$ cat src/rtl/alu_op_scheduler_if.sv
// Bundle of the scheduler's request, ALU-side and response signals.
// slave is the scheduler's view; master is the view of the surrounding
// requesters / ALU / response consumer.
interface alu_op_scheduler_if #(
  parameter int WIDTH = 4,
  parameter int SEL_W = 4
);
  // Requester 0
  logic               req0_valid;
  logic               req0_ready;
  logic [WIDTH-1:0]   req0_a;
  logic [WIDTH-1:0]   req0_b;
  logic [SEL_W-1:0]   req0_sel;
  // Requester 1
  logic               req1_valid;
  logic               req1_ready;
  logic [WIDTH-1:0]   req1_a;
  logic [WIDTH-1:0]   req1_b;
  logic [SEL_W-1:0]   req1_sel;
  // Shared ALU
  logic [WIDTH-1:0]   alu_a;
  logic [WIDTH-1:0]   alu_b;
  logic [SEL_W-1:0]   alu_sel;
  logic [WIDTH-1:0]   alu_c;
  logic               alu_carry;
  logic [2*WIDTH-1:0] alu_mul;
  // Response
  logic               rsp_valid;
  logic               rsp_ready;
  logic               rsp_id;
  logic [WIDTH-1:0]   rsp_c;
  logic               rsp_carry;
  logic [2*WIDTH-1:0] rsp_mul;
  logic               busy;

  modport slave (
    input  req0_valid, req0_a, req0_b, req0_sel,
    output req0_ready,
    input  req1_valid, req1_a, req1_b, req1_sel,
    output req1_ready,
    output alu_a, alu_b, alu_sel,
    input  alu_c, alu_carry, alu_mul,
    output rsp_valid, rsp_id, rsp_c, rsp_carry, rsp_mul,
    input  rsp_ready,
    output busy
  );

  modport master (
    output req0_valid, req0_a, req0_b, req0_sel,
    input  req0_ready,
    output req1_valid, req1_a, req1_b, req1_sel,
    input  req1_ready,
    input  alu_a, alu_b, alu_sel,
    output alu_c, alu_carry, alu_mul,
    input  rsp_valid, rsp_id, rsp_c, rsp_carry, rsp_mul,
    output rsp_ready,
    input  busy
  );
endinterface

$ cat src/rtl/alu_op_scheduler.sv
// Shares one combinational ALU between two requesters.
// Round-robin arbitration in IDLE; the accepted op's operands are held on
// the ALU for SETTLE_CYCLES, the results are captured and returned tagged
// with the requester id.
//
// Handshakes: every port uses valid/ready. A transfer happens on a rising
// edge where valid and ready are both high; valid, once raised by a source,
// is expected to stay high with stable data until that transfer, and ready
// may depend combinationally on the opposite valid (the request readies do).
module alu_op_scheduler #(
  parameter int WIDTH         = 4,
  parameter int SEL_W         = 4,
  parameter int SETTLE_CYCLES = 1
) (
  input  logic                clk,
  input  logic                rst_n,
  alu_op_scheduler_if.slave   bus,
  output logic [1:0]          fsm_state
);

  typedef enum logic [1:0] {
    IDLE = 2'd0,
    WAIT = 2'd1,
    RESP = 2'd2
  } state_t;

  // Counter starts at SETTLE_CYCLES-1 so capture lands SETTLE_CYCLES edges
  // after the accept edge.
  localparam logic [3:0] CNT_INIT = 4'(SETTLE_CYCLES - 1);

  state_t             state;
  state_t             state_nxt;
  logic               pri;      // requester that wins when both are valid
  logic               tag;      // requester of the op in flight
  logic [3:0]         cnt;
  logic [WIDTH-1:0]   a_q;
  logic [WIDTH-1:0]   b_q;
  logic [SEL_W-1:0]   sel_q;
  logic [WIDTH-1:0]   c_q;
  logic               carry_q;
  logic [2*WIDTH-1:0] mul_q;
  logic               id_q;

  logic               ready0;
  logic               ready1;
  logic               grant0;
  logic               grant1;

  // A requester is blocked only when the other one is valid and holds priority.
  assign ready0 = (state == IDLE) & ~(bus.req1_valid & pri);
  assign ready1 = (state == IDLE) & ~(bus.req0_valid & ~pri);
  assign grant0 = bus.req0_valid & ready0;
  assign grant1 = bus.req1_valid & ready1;

  assign bus.req0_ready = ready0;
  assign bus.req1_ready = ready1;
  assign bus.alu_a      = a_q;
  assign bus.alu_b      = b_q;
  assign bus.alu_sel    = sel_q;
  assign bus.rsp_valid  = (state == RESP);
  assign bus.rsp_id     = id_q;
  assign bus.rsp_c      = c_q;
  assign bus.rsp_carry  = carry_q;
  assign bus.rsp_mul    = mul_q;
  assign bus.busy       = (state != IDLE);
  assign fsm_state      = state;

  // State register.
  always_ff @(posedge clk) begin
    if (!rst_n) state <= IDLE;
    else        state <= state_nxt;
  end

  // Next-state logic: IDLE -> WAIT on accept, WAIT -> RESP at counter zero,
  // RESP -> IDLE once the consumer takes the result.
  always_comb begin
    state_nxt = state;
    case (state)
      IDLE: if (grant0 | grant1) state_nxt = WAIT;
      WAIT: if (cnt == 4'd0) state_nxt = RESP;
      RESP: if (bus.rsp_ready) state_nxt = IDLE;
      default: state_nxt = IDLE;
    endcase
  end

  // Operand latch, arbitration pointer, settle counter and result capture.
  always_ff @(posedge clk) begin
    if (!rst_n) begin
      pri     <= 1'b0;
      tag     <= 1'b0;
      cnt     <= 4'd0;
      a_q     <= '0;
      b_q     <= '0;
      sel_q   <= '0;
      c_q     <= '0;
      carry_q <= 1'b0;
      mul_q   <= '0;
      id_q    <= 1'b0;
    end else begin
      case (state)
        IDLE: begin
          if (grant0) begin
            a_q   <= bus.req0_a;
            b_q   <= bus.req0_b;
            sel_q <= bus.req0_sel;
            tag   <= 1'b0;
            pri   <= 1'b1;
            cnt   <= CNT_INIT;
          end else if (grant1) begin
            a_q   <= bus.req1_a;
            b_q   <= bus.req1_b;
            sel_q <= bus.req1_sel;
            tag   <= 1'b1;
            pri   <= 1'b0;
            cnt   <= CNT_INIT;
          end
        end
        WAIT: begin
          if (cnt == 4'd0) begin
            c_q     <= bus.alu_c;
            carry_q <= bus.alu_carry;
            mul_q   <= bus.alu_mul;
            id_q    <= tag;
          end else begin
            cnt <= cnt - 4'd1;
          end
        end
        default: ;
      endcase
    end
  end

endmodule
$ cat src/flat_wrapper.sv
// flat-port wrapper written by rule: the top's interface ports become plain ports
module alu_op_scheduler_flat 
#(
  parameter int WIDTH         = 4,
  parameter int SEL_W         = 4,
  parameter int SETTLE_CYCLES = 1
)
  (clk, rst_n, fsm_state, bus_req0_valid, bus_req0_a, bus_req0_b, bus_req0_sel, bus_req0_ready, bus_req1_valid, bus_req1_a, bus_req1_b, bus_req1_sel, bus_req1_ready, bus_alu_a, bus_alu_b, bus_alu_sel, bus_alu_c, bus_alu_carry, bus_alu_mul, bus_rsp_valid, bus_rsp_id, bus_rsp_c, bus_rsp_carry, bus_rsp_mul, bus_rsp_ready, bus_busy);
  alu_op_scheduler_if #(.WIDTH(WIDTH), .SEL_W(SEL_W)) bus_i ();
  input  logic clk;
  input  logic rst_n;
  output logic [1:0] fsm_state;
  input wire logic [$bits(bus_i.req0_valid)-1:0] bus_req0_valid;
  input wire logic [$bits(bus_i.req0_a)-1:0] bus_req0_a;
  input wire logic [$bits(bus_i.req0_b)-1:0] bus_req0_b;
  input wire logic [$bits(bus_i.req0_sel)-1:0] bus_req0_sel;
  output wire logic [$bits(bus_i.req0_ready)-1:0] bus_req0_ready;
  input wire logic [$bits(bus_i.req1_valid)-1:0] bus_req1_valid;
  input wire logic [$bits(bus_i.req1_a)-1:0] bus_req1_a;
  input wire logic [$bits(bus_i.req1_b)-1:0] bus_req1_b;
  input wire logic [$bits(bus_i.req1_sel)-1:0] bus_req1_sel;
  output wire logic [$bits(bus_i.req1_ready)-1:0] bus_req1_ready;
  output wire logic [$bits(bus_i.alu_a)-1:0] bus_alu_a;
  output wire logic [$bits(bus_i.alu_b)-1:0] bus_alu_b;
  output wire logic [$bits(bus_i.alu_sel)-1:0] bus_alu_sel;
  input wire logic [$bits(bus_i.alu_c)-1:0] bus_alu_c;
  input wire logic [$bits(bus_i.alu_carry)-1:0] bus_alu_carry;
  input wire logic [$bits(bus_i.alu_mul)-1:0] bus_alu_mul;
  output wire logic [$bits(bus_i.rsp_valid)-1:0] bus_rsp_valid;
  output wire logic [$bits(bus_i.rsp_id)-1:0] bus_rsp_id;
  output wire logic [$bits(bus_i.rsp_c)-1:0] bus_rsp_c;
  output wire logic [$bits(bus_i.rsp_carry)-1:0] bus_rsp_carry;
  output wire logic [$bits(bus_i.rsp_mul)-1:0] bus_rsp_mul;
  input wire logic [$bits(bus_i.rsp_ready)-1:0] bus_rsp_ready;
  output wire logic [$bits(bus_i.busy)-1:0] bus_busy;
  assign bus_i.req0_valid = bus_req0_valid;
  assign bus_i.req0_a = bus_req0_a;
  assign bus_i.req0_b = bus_req0_b;
  assign bus_i.req0_sel = bus_req0_sel;
  assign bus_req0_ready = bus_i.req0_ready;
  assign bus_i.req1_valid = bus_req1_valid;
  assign bus_i.req1_a = bus_req1_a;
  assign bus_i.req1_b = bus_req1_b;
  assign bus_i.req1_sel = bus_req1_sel;
  assign bus_req1_ready = bus_i.req1_ready;
  assign bus_alu_a = bus_i.alu_a;
  assign bus_alu_b = bus_i.alu_b;
  assign bus_alu_sel = bus_i.alu_sel;
  assign bus_i.alu_c = bus_alu_c;
  assign bus_i.alu_carry = bus_alu_carry;
  assign bus_i.alu_mul = bus_alu_mul;
  assign bus_rsp_valid = bus_i.rsp_valid;
  assign bus_rsp_id = bus_i.rsp_id;
  assign bus_rsp_c = bus_i.rsp_c;
  assign bus_rsp_carry = bus_i.rsp_carry;
  assign bus_rsp_mul = bus_i.rsp_mul;
  assign bus_i.rsp_ready = bus_rsp_ready;
  assign bus_busy = bus_i.busy;
  alu_op_scheduler #(.WIDTH(WIDTH), .SEL_W(SEL_W), .SETTLE_CYCLES(SETTLE_CYCLES)) u_core (.clk(clk), .rst_n(rst_n), .bus(bus_i), .fsm_state(fsm_state));
endmodule
$ cat config.mk
export PLATFORM = sky130hd
export DESIGN_NAME = alu_op_scheduler_flat
export DESIGN_NICKNAME = d
export VERILOG_FILES = /design/src/rtl/alu_op_scheduler_if.sv /design/src/rtl/alu_op_scheduler.sv /design/src/flat_wrapper.sv
export SDC_FILE = /design/constraint.sdc
export NUM_CORES = 1
export LEC_CHECK = 0
export ABC_AREA = 1
export CAP_MARGIN = 20
export CELL_PAD_IN_SITES_DETAIL_PLACEMENT = 1
export CELL_PAD_IN_SITES_GLOBAL_PLACEMENT = 2
export CORE_MARGIN = 5
export CORE_UTILIZATION = 31
export DETAILED_ROUTE_END_ITERATION = 8
export DONT_BUFFER_PORTS = 1
export PLACE_DENSITY_LB_ADDON = 0.1
export SLEW_MARGIN = 20
export SYNTH_ARGS = -nofsm -noshare
export SYNTH_HDL_FRONTEND = slang
export SYNTH_SLANG_ARGS = --single-unit
$ cat constraint.sdc
create_clock -name clk -period 2 [get_ports clk]
set_clock_uncertainty 0.2 [all_clocks]
set_input_delay 0.1 -clock clk [delete_from_list [all_inputs] [get_ports clk]]
set_output_delay 0.1 -clock clk [all_outputs]
set_load 0.05 [all_outputs]
== Word level (Yosys, flattened, before mapping) ==
Index checks and enable logic that the tools add are counted.

* Flip-flop bits (word level): 34
* Word-level logic and storage cells: 56
* Bits of input ports: 42

* Reductions and logical operators: 9
* Eq/ne operators: 7
* $add $sub $neg: 1
* Bitwise logic cells: 10
* Muxes and demuxes: 18

{| class="wikitable"
|+ Operator list
! cell !! number
|-
| two-way mux 4 bit || 9
|-
| one-hot mux 4 bit (2 select lines) || 1
|-
| bitwise AND 1 bit || 6
|-
| two-way mux 2 bit || 3
|-
| one-hot mux 2 bit (3 select lines) || 1
|-
| AND reduction 3 bit || 2
|-
| nonzero test 2 bit || 3
|-
| zero test 4 bit || 1
|-
| two-way mux 1 bit || 4
|-
| != test 2 x 1 -> 1 bit (second input constant) || 2
|-
| != test 2 bit (second input constant) || 2
|-
| AND reduction 2 bit || 2
|-
| subtractor 4 x 1 -> 4 bit (second input constant) || 1
|-
| != test 3 x 1 -> 1 bit (second input constant) || 1
|-
| inverter 1 bit || 3
|-
| == test 2 x 1 -> 1 bit (second input constant) || 1
|-
| == test 2 bit (second input constant) || 1
|-
| zero test 2 bit || 1
|-
| bitwise OR 1 bit || 1
|}

== Logic depth before layout (Yosys ltp) ==
* Depth in word-level cells: 8
* Mapped depth: 8
* Gate-level depth less buffers: 8

== Worst setup path after synthesis ==
OpenSTA, ideal clock, no wires.

* Path type: register to output
* From: register u_core.state[1], in the netlist u_core.fsm_state[1]
* To: output bus_req1_ready
* Cell stages (with the launch flop): 4
* Slack: -0.013 ns
* Path buffers: 0
* Arrival: 1.713 ns
* Path through: dfxtp_1 -> inv_2 -> nand2_2 -> a21oi_1

* Word-level cells in the longest chain between the ends: 2

{| class="wikitable"
|+ Ends and longest elaborated chain
! item !! line !! text
|-
| from (decl) || alu_op_scheduler.sv:31 || <nowiki>state_t state;</nowiki>
|-
| from (signal assigned) || alu_op_scheduler.sv:71 || <nowiki>else state <= state_nxt;</nowiki>
|-
| zero test 2 bit || alu_op_scheduler.sv:51 || <nowiki>assign ready1 = (state == IDLE) & ~(bus.req0_valid & ~pri);</nowiki>
|-
| bitwise AND 1 bit || alu_op_scheduler.sv:51 ||
|-
| to (decl) || flat_wrapper.sv:22 || <nowiki>output wire logic [$bits(bus_i.req1_ready)-1:0] bus_req1_ready;</nowiki>
|}

Every way passes these cells.

== Final worst setup path ==
* From: register u_core.state[0], in the netlist u_core.fsm_state[0]
* To: output bus_req0_ready

* Word-level cells in the longest chain between the ends: 2

{| class="wikitable"
|+ Ends and longest elaborated chain
! item !! line !! text
|-
| zero test 2 bit || alu_op_scheduler.sv:50 || <nowiki>assign ready0 = (state == IDLE) & ~(bus.req1_valid & pri);</nowiki>
|-
| bitwise AND 1 bit || alu_op_scheduler.sv:50 ||
|-
| to (decl) || flat_wrapper.sv:17 || <nowiki>output wire logic [$bits(bus_i.req0_ready)-1:0] bus_req0_ready;</nowiki>
|}

Every way passes these cells.

==> Implementation_results.wiki <==
{| class="wikitable"
! Metric !! Value
|-
| Maximum number of pins on one net before global-route repair || 19
|-
| Initial cell density of the core || around a third
|-
| Clock tree root buffer cell || clkbuf_8
|-
| Site row count || 26
|-
| Ratio of cells with drive above 1 in the final layout || between 20% and 30%
|-
| Area share of the leading cell type in the synthesized netlist || between 40% and 50%
|-
| Most used cells in the layout excluding fill and tap cells || 62 x nor2_1, 40 x dlygate4sd3_1, 37 x nand2_1
|-
| Final estimated routing congestion in global placement || between 0.7 and 0.8
|-
| Leading cell type in the layout, fill and taps excluded || nor2_1
|-
| Synthesized flop and latch total || 34
|-
| Final setup fails || 0
|-
| PortBufs || 0
|-
| CTS buffer count || 5
|-
| Tightest slew margin relative to the limit || 52.8%
|-
| Clock tree from TritonCTS || built
|-
| Worst slack at placement || approximately 250 ps
|-
| Initial DRC count || 37
|-
| # Post-CTS Setup Buffers || 0
|-
| Count of unique library cells instantiated by Yosys || 22
|-
| Peak supply drop || ~0.73 mV
|-
| Setup slack of the worst register-to-register path || 250 ps
|-
| Number of H-tree levels || 2
|-
| Average cell area after synthesis || 6.93 um^2
|-
| Seq/Total Area, Yosys || 42.5%
|-
| Routed length per placed instance || 14.2 um
|-
| Post-Route M1 WL || 2.09 mm
|-
| Aggregate global-route resource usage || 16.7%
|-
| Total congestion overflow || 0
|-
| Setup repair after global routing missed its margin || false
|-
| Average vias per placed instance || 4.66
|-
| Worst min-delay path category || input port to flip-flop
|-
| Top layer reached by signal wires || met4
|-
| Die Footprint || 0.00670 mm^2
|-
| Setup crit end kind || output port
|-
| Capturing element of the worst setup path || bus_req0_ready
|-
| Syn_nets || approximately 270
|-
| Terminus of the critical flop-to-flop path || u_core.bus.rsp_mul[2]
|-
| Post-CTS clock slew at the launch and capture registers of the worst setup and hold paths || approximately 80 ps
|-
| Synthesis-to-finish area growth || 51.1%
|-
| Critical path startpoint || u_core.fsm_state[0]
|-
| Endpoint required time on the critical path || 1700 ps
|-
| Met3 Wirelength || 261 um
|-
| Cell area after synthesis || 0.00160 mm^2
|-
| Highest fanout seen on the critical path || 8
|-
| Instance area at placement || 0.00187 mm^2
|-
| Worst Slack Setup Final || 135 ps
|-
| CTS max path bufs || 2
|-
| Total vias in the final route || ~1700
|-
| Maximum operating frequency || about 540 MHz
|-
| Worst hold path cell count || 5
|-
| Final HPWL from detailed placement || roughly 3.6 mm
|-
| Design area || 0.00242 mm^2
|-
| Overall die width || 81.9 um
|-
| Gate count after technology mapping || 231
|-
| Die height || a little over 80 um
|-
| DRC violation count after routing || 0
|-
| Top post-synthesis cells by area || dfxtp_1 43%, nor2_1 15%, nand2_1 8.7%
|-
| Slowest CP cell || dfxtp_1
|-
| Number of diodes added for antenna fixing || 0
|-
| Worst path arrival time || 1560 ps
|-
| CTS sink cnt || 34
|-
| Static Leakage || 0.00118 uW
|-
| Minimum period implied by the final worst setup slack || 1860 ps
|-
| Layout filler cell count || between 600 and 700
|-
| Post-route antenna net violation count || 0
|-
| Wire length after detailed routing || between 5 and 6 mm
|-
| Antenna violations before repair || 0
|-
| Via count of the first global-routing pass || 1832
|-
| Post-route setup TNS || 0 ps
|-
| CP peak stage delay || 380 ps
|-
| Sequence of cells on the critical path || nor2_4 > buf_4 > nand2_1 > inv_1
|-
| Worst Reg2Reg Path Length in Cells || 7
|-
| 1st-pass router iterations || 4
|-
| Maximum Capacitance Violations || 0
|-
| Clock Latency Late Sink || 290 ps
|-
| Met2 routed WL || 2.87 mm
|-
| # IOs || 74
|-
| Final hold violation count || 0
|-
| Startpoint of the worst-slack reg-to-reg timing path || u_core.cnt[0]
|-
| Outcome || finished clean
|-
| Power density relative to cell area || 1710 mW/mm^2
|-
| Core region area || 0.00507 mm^2
|-
| Wire length of the first global-routing pass || around 8.4 mm
|-
| Final Cycle Share || 93.2%
|-
| Synth Warn # || 0
|-
| Number of nets in the final layout || approximately 340
|-
| Worst Max-Slew Pin Slew || 708 ps
|-
| Max-slew violation total from the final report || 0
|-
| Top cell type by total area after synthesis || dfxtp_1
|-
| Crit Path Category || flip-flop to output port
|-
| Category of the worst setup path launch point || flip-flop
|}
timing repair:
| action | 4_1_cts | 5_1_grt |
|---|---|---|
| endpoints found under the hold margin | 32 | 0 |
| hold buffers | 41 | 0 |
| gates resized for setup | 0 | 1 |
| setup endpoints to repair | 0 | 10 |
power breakdown:
| part | total, uW | switching (uW) | leakage (uW) | internal [uW] |
|---|---|---|---|---|
| Sequential | 1050 | 126 | 0.000280 | 923 |
| Combinational | 2310 | 1660 | 0.000829 | 650 |
| Clock | 771 | 272 | 0.0000683 | 499 |
layout make-up:
cell class	instances	area, um^2	share of cell area, %
clock inverter	3	68.8	2.85
timing repair buffer	73	653	27.0
clock buffer	5	68.8	2.85
tap	70	87.6	3.62
multi-input combinational	160	757	31.3
inverter	27	101	4.19
sequential	34	681	28.2
registers in the layout (all words and copies together), names as in the netlist, 2 cells and up:
| name | cells |
|---|---|
| u_core.fsm_state | 2 |
| u_core.bus.rsp_c | 4 |
| u_core.bus.alu_b | 4 |
| u_core.bus.rsp_mul | 8 |
| u_core.cnt | 4 |
| u_core.bus.alu_sel | 4 |
| u_core.bus.alu_a | 4 |
Yosys cell counts:
cell type	count
a21oi_1	6
buf_1	1
buf_2	3
buf_4	3
buf_6	2
clkbuf_1	1
clkinv_1	1
dfxtp_1	34
ha_1	1
inv_1	24
inv_2	2
nand2_1	37
nand2_2	4
nand3_1	5
nand3_2	1
nand4_1	12
nor2_1	63
nor2_2	10
nor2_4	3
nor3_1	1
o21ai_0	16
o21ai_4	1
stage by stage:
step	total power, uW	utilization [%]	instances	hold WS, ps
2_1_floorplan	2760	-	231	34.9
3_3_place_gp	3230	36.8	323	33.9
3_5_place_dp	3320	36.8	323	39.5
4_1_cts	4180	47.6	372	2.62
5_1_grt	4390	47.6	372	33.4
6_report	4130	47.6	372	1.10
how the worst min path moves through the flow:
stage | startpoint | endpoint
after global routing | bus_req1_valid | u_core.bus.alu_b[3]
after detailed placement | rst_n | u_core.cnt[3]
after global placement | rst_n | u_core.cnt[3]
final | bus_req1_valid | u_core.bus.alu_b[3]
after CTS | bus_req1_valid | u_core.bus.alu_b[3]
after floorplan | bus_alu_mul[0] | u_core.bus.rsp_mul[0]
routing by layer:
layer	GRT usage, %	up-vias
li1	-	860
met1	17.7	826
met2	31.1	40
met3	4.93	7
met4	5.32	0
met5	0	-
cell families after synthesis:
logic type / Yosys count / synth area share [%]
buffers and inverters: 37 / 10.6
adder cells (fa/ha/maj): 1 / 0.782
AND/OR/NAND/NOR: 136 / 38.2
AO/OA/AOI/OAI: 23 / 7.90
flip-flops: 34 / 42.5
worst max-delay path, delay by kind of cell (launching register included):
family | cells | cell delay [ps]
simple gates | 2 | 330
buf+inv | 2 | 550
flops | 1 | 380
Note: power is estimated with default switching activity, not from simulation.
